**src/rtl/vc_dest_router.sv**
```systemverilog
// rtl/vc_dest_router.sv - drains NUM_VC VC FIFOs into NUM_DEST destination FIFOs routed by a header field
module vc_dest_router #(
  parameter int DATA_WIDTH = 6,
  parameter int NUM_VC     = 2,
  parameter int NUM_DEST   = 2,
  parameter int DEST_BITS  = $clog2(NUM_DEST),
  parameter int ARB_MODE   = 1
) (
  input  logic                           clk,
  input  logic                           reset_L,
  input  logic [NUM_VC*DATA_WIDTH-1:0]   data_in_vc,
  input  logic [NUM_VC-1:0]              empty_vc,
  input  logic [NUM_DEST-1:0]            almost_full_d,
  output logic [NUM_VC-1:0]              pop_vc,
  output logic [NUM_DEST-1:0]            push_d,
  output logic [NUM_DEST*DATA_WIDTH-1:0] data_out_d,
  output logic [NUM_VC-1:0]              error_vc,
  output logic                           idle
);
  localparam int VC_BITS   = $clog2(NUM_VC);
  localparam int DEST_SPAN = 1 << DEST_BITS;

  logic [VC_BITS-1:0]             r_rr_ptr;
  logic [NUM_DEST-1:0]            r_push_d;
  logic [NUM_DEST*DATA_WIDTH-1:0] r_data_out_d;
  logic [NUM_VC-1:0]              r_error_vc;
  logic                           r_idle;

  logic [DEST_SPAN-1:0]  w_dest_ok;
  logic [DEST_SPAN-1:0]  w_af_ext;
  logic [NUM_VC-1:0]     w_elig;
  logic [DEST_BITS-1:0]  w_head_dest;
  logic                  w_gnt_vld;
  logic [VC_BITS-1:0]    w_gnt;
  logic [VC_BITS-1:0]    w_cand;
  logic [DATA_WIDTH-1:0] w_gnt_word;
  logic [DEST_BITS-1:0]  w_gnt_dest;
  logic                  w_gnt_ok;

  // Field codes beyond NUM_DEST are invalid; padding them keeps all lookups in range.
  always_comb begin
    w_dest_ok = '0;
    w_dest_ok[NUM_DEST-1:0] = '1;
    w_af_ext = '1;
    w_af_ext[NUM_DEST-1:0] = almost_full_d;
  end

  always_comb begin
    w_elig = '0;
    w_head_dest = '0;
    for (int v = 0; v < NUM_VC; v++) begin
      w_head_dest = data_in_vc[v*DATA_WIDTH + DATA_WIDTH - DEST_BITS +: DEST_BITS];
      w_elig[v] = !empty_vc[v] && (!w_dest_ok[w_head_dest] || !w_af_ext[w_head_dest]);
    end
  end

  // Scan from the far end so the candidate closest to the search start is written last.
  always_comb begin
    w_gnt_vld = 1'b0;
    w_gnt = '0;
    w_cand = '0;
    for (int n = NUM_VC - 1; n >= 0; n--) begin
      if (ARB_MODE == 1)
        w_cand = VC_BITS'((int'(r_rr_ptr) + n) % NUM_VC);
      else
        w_cand = VC_BITS'(n);
      if (w_elig[w_cand]) begin
        w_gnt_vld = 1'b1;
        w_gnt = w_cand;
      end
    end
  end

  always_comb begin
    w_gnt_word = data_in_vc[w_gnt*DATA_WIDTH +: DATA_WIDTH];
    w_gnt_dest = w_gnt_word[DATA_WIDTH-1 -: DEST_BITS];
    w_gnt_ok = w_dest_ok[w_gnt_dest];
    pop_vc = (w_gnt_vld && reset_L) ? (NUM_VC'(1) << w_gnt) : '0;
  end

  always_ff @(posedge clk or negedge reset_L) begin
    if (!reset_L) begin
      r_rr_ptr     <= '0;
      r_push_d     <= '0;
      r_data_out_d <= '0;
      r_error_vc   <= '0;
      r_idle       <= 1'b1;
    end else begin
      r_push_d <= '0;
      r_idle   <= ~(|r_push_d) & (&empty_vc);
      if (w_gnt_vld) begin
        r_rr_ptr <= (32'(w_gnt) == 32'(NUM_VC - 1)) ? '0 : w_gnt + 1'b1;
        if (w_gnt_ok) begin
          r_push_d[w_gnt_dest] <= 1'b1;
          r_data_out_d[w_gnt_dest*DATA_WIDTH +: DATA_WIDTH] <= w_gnt_word;
        end else begin
          r_error_vc[w_gnt] <= 1'b1;
        end
      end
    end
  end

  assign push_d     = r_push_d;
  assign data_out_d = r_data_out_d;
  assign error_vc   = r_error_vc;
  assign idle       = r_idle;
endmodule

```
**config.mk**
```make
export PLATFORM = sky130hd
export DESIGN_NAME = vc_dest_router
export DESIGN_NICKNAME = d
export VERILOG_FILES = /design/src/rtl/vc_dest_router.sv
export SDC_FILE = /design/constraint.sdc
export NUM_CORES = 1
export LEC_CHECK = 0
export BUFFER_PORTS_ARGS = -buffer_cell sky130_fd_sc_hd__buf_2
export CAP_MARGIN = 10
export CELL_PAD_IN_SITES_DETAIL_PLACEMENT = 1
export CELL_PAD_IN_SITES_GLOBAL_PLACEMENT = 2
export CORE_MARGIN = 3
export CORE_UTILIZATION = 28
export CTS_CLUSTER_SIZE = 24
export DETAILED_ROUTE_END_ITERATION = 10
export GPL_TIMING_DRIVEN = 0
export PLACE_DENSITY = 0.79
export REMOVE_ABC_BUFFERS = 1
export SETUP_SLACK_MARGIN = 0.3
export SLEW_MARGIN = 10
export SYNTH_ARGS = -nofsm -noshare
export SYNTH_HDL_FRONTEND = slang
export SYNTH_SLANG_ARGS = --single-unit
```
**constraint.sdc**
```tcl
create_clock -name clk -period 4.2 [get_ports clk]
set_input_delay 0.21 -clock clk [delete_from_list [all_inputs] [get_ports clk]]
set_output_delay 0.21 -clock clk [all_outputs]
set_load 0.02 [all_outputs]
```
==> impl_metrics.env <==
export IMPL_status="complete, no violations"
export IMPL_drv_cap=0
export IMPL_clock_sinks=15
export IMPL_synth_async_reset_ratio=1.000
export IMPL_worst_setup_path_end_kind="primary output"
export IMPL_yosysTopAreaCellShare=0.4590
export IMPL_startpoint_type="flip-flop"
export IMPL_crit_buf_inv=1
export IMPL_grt_pass1_wl_um=2911
export IMPL_die_w_um=58.21
export IMPL_dieArea_um2=3388
export IMPL_critPathKind="reg -> out"
export IMPL_rows=18
export IMPL_vias=579
export IMPL_setup_ws_ns=2.267
export IMPL_grt_pass1_vias=641
export IMPL_firstDrtPassIters=2
export IMPL_max_slew_margin=0.5650
export IMPL_yosysTopAreaCell="dfrtp_1"
export IMPL_vias_per_cell=4.420
export IMPL_nets=120
export IMPL_holdBufCountCts=1
export IMPL_ys_seq_area_frac=0.4934
export IMPL_start_util=0.2999
export IMPL_post_cts_buffers=0
export IMPL_path_clk_slew_ns=0.09
export IMPL_fin_area_um2=991.0
export IMPL_grt_usage=0.1132
export IMPL_p_leak_uw=0.0005666
export IMPL_postSynthCellCount=64
export IMPL_hold_viol_final=0
export IMPL_dpl_worst_slack_ns=2.332
export IMPL_die_y_um=58.21
export IMPL_setup_violations=0
export IMPL_routed_wl_um=1723
export IMPL_antenna_cells=0
export IMPL_cts_resized=0
export IMPL_syn2layout_area_growth_pct=29.84
export IMPL_cts_buffers=3
export IMPL_crit_slowest_cell="a211oi_4"
export IMPL_synthFlopType="dfrtp_1"
export IMPL_ys_top_cells_by_area="dfrtp_1, mux2i_1, inv_1"
export IMPL_synth_edff_count=0
export IMPL_p_per_area_nw_per_um2=429.0
export IMPL_place_area_um2=950.9
export IMPL_initialDrtViolationCount=7
export IMPL_cpPeakStageDelay_ns=0.61
export IMPL_drv_slew=0
export IMPL_worst_slew_pin_slew_ns=0.6504
export IMPL_dp_hpwl_um=1333
export IMPL_drive_gt1_frac=0.4257
export IMPL_antenna_left=0
export IMPL_crit_family="compound AO/OA/AOI/OAI gates"
export IMPL_wl_per_cell_um=13.15
export IMPL_path_max_fanout=8
export IMPL_drc=0
export IMPL_synth_cell_type_count=18
export IMPL_netlist_area_um2=763.2
export IMPL_min_path_type="in -> reg"
export IMPL_cts_root_buf="clkbuf_4"
export IMPL_tns_ns=0
export IMPL_antenna_found_initial=0
export IMPL_grt_overflow_total=0
export IMPL_path_cells="nor2_1, a211oi_4, and2_1, buf_2"
export IMPL_clk_path_buf_depth=2
export IMPL_clkLatencyLatePin_ns=0.29
export IMPL_post_route_min_period_ns=1.933
export IMPL_worstPathArrival_ns=1.72
export IMPL_globalplace_congestion=0.6546
export IMPL_portBuffers=33
export IMPL_worstPathRequired_ns=3.99
export IMPL_cts_tree="done"
export IMPL_ys_ff_latch=15
export IMPL_finalClockSkew_ns=0.008742
export IMPL_core_area_um2=2545
export IMPL_fmax_mhz=517.3
export IMPL_rsz0062_at_grt="no"
export IMPL_period_share=0.4603
export IMPL_yosysWarnings=0
export IMPL_syn_area_per_cell_um2=11.93
export IMPL_grt_max_degree=18
export IMPL_io_pins=37
export IMPL_vdd_drop_max_uv=234.8
export IMPL_power_uw=425.1
export IMPL_cts_max_level=1
[layout make-up]
type                    count  area (µm²)
clock buffers               3       22.52
clock inverters             1       7.507
fillers                   291        1554
inverters                  13       48.80
multi-input cells          35       322.8
flip-flops and latches     15       376.6
well taps                  30       37.54
repair buffers             34       175.2
[cell usage after synthesis, drive strengths merged (2+ instances only)]
| master | count |
|---|---|
| mux2i | 16 |
| dfrtp | 14 |
| inv | 13 |
| buf | 3 |
| nand2 | 3 |
| nor2 | 2 |
| nor3 | 2 |
[where the power goes]
group          switching (µW)  total [µW]  internal, µW
Sequential               15.8         191           175
Clock                    51.4        87.6          36.2
Combinational            91.1         146          55.1
[worst paths after layout]
kind,startpoint,to,slack (ns),cells after the start
min in group asynchronous,reset_L,push_d[0],0.37,2
worst max register to register,r_rr_ptr,data_out_d[7],2.60,4
worst min-delay path,empty_vc[0],idle,0.15,3
worst max-delay path,r_rr_ptr,pop_vc[1],2.27,4
max in group asynchronous,reset_L,idle,3.52,2
worst min register to register,push_d[0],idle,0.41,1
[flip-flops by register name, summed over array words and instances, names as in the netlist]
register,flops
data_out_d,11
idle,1
push_d,2
r_rr_ptr,1
[metal layers]
metal / routed length (µm) / track usage / share of wire / vias up
li1: - / - / - / 275
met1: 699 / 0.1345 / 0.41 / 279
met2: 854 / 0.1903 / 0.50 / 25
met3: 169 / 0.05791 / 0.098 / 0
met4: 0 / 0.009934 / 0 / 0
met5: 0 / 0 / 0 / -
[placed cells by master, fill, tap and decap left out, types with 2 or more instances in the layout]
cell	count
buf_2	33
clkbuf_4	3
conb_1	3
dfrtp_1	14
inv_1	13
mux2i_1	16
nand2_1	3
nor2_1	2
nor3_1	2
[stage by stage]
| step | util | cells | hold slack, ns |
|---|---|---|---|
| 2_1_floorplan | - | 63 | -0.08559 |
| 3_3_place_gp | 0.3736 | 126 | 0.1406 |
| 3_5_place_dp | 0.3736 | 126 | 0.1496 |
| 4_1_cts | 0.3894 | 131 | 0.1465 |
| 5_1_grt | 0.3894 | 131 | 0.1608 |
| 6_report | 0.3894 | 131 | 0.1488 |
[kinds of logic (layout without fill, tap and decap cells)]
kind of cell	count (synthesis)	in the layout	share of synthesized area
muxes	17	17	0.2295
DFF	15	15	0.4935
other	1	3	0.004913
and+or+nand+nor	11	11	0.08198
AOI/OAI and AO/OA	4	4	0.09672
buffers and inverters	16	51	0.09344
[worst min-delay path: cells and delay by family]
| kind | cells | cell delay, ns |
|---|---|---|
| simple gates | 2 | 0.10 |
| buf+inv | 1 | 0.13 |
Power figures use the tool's default switching activity.
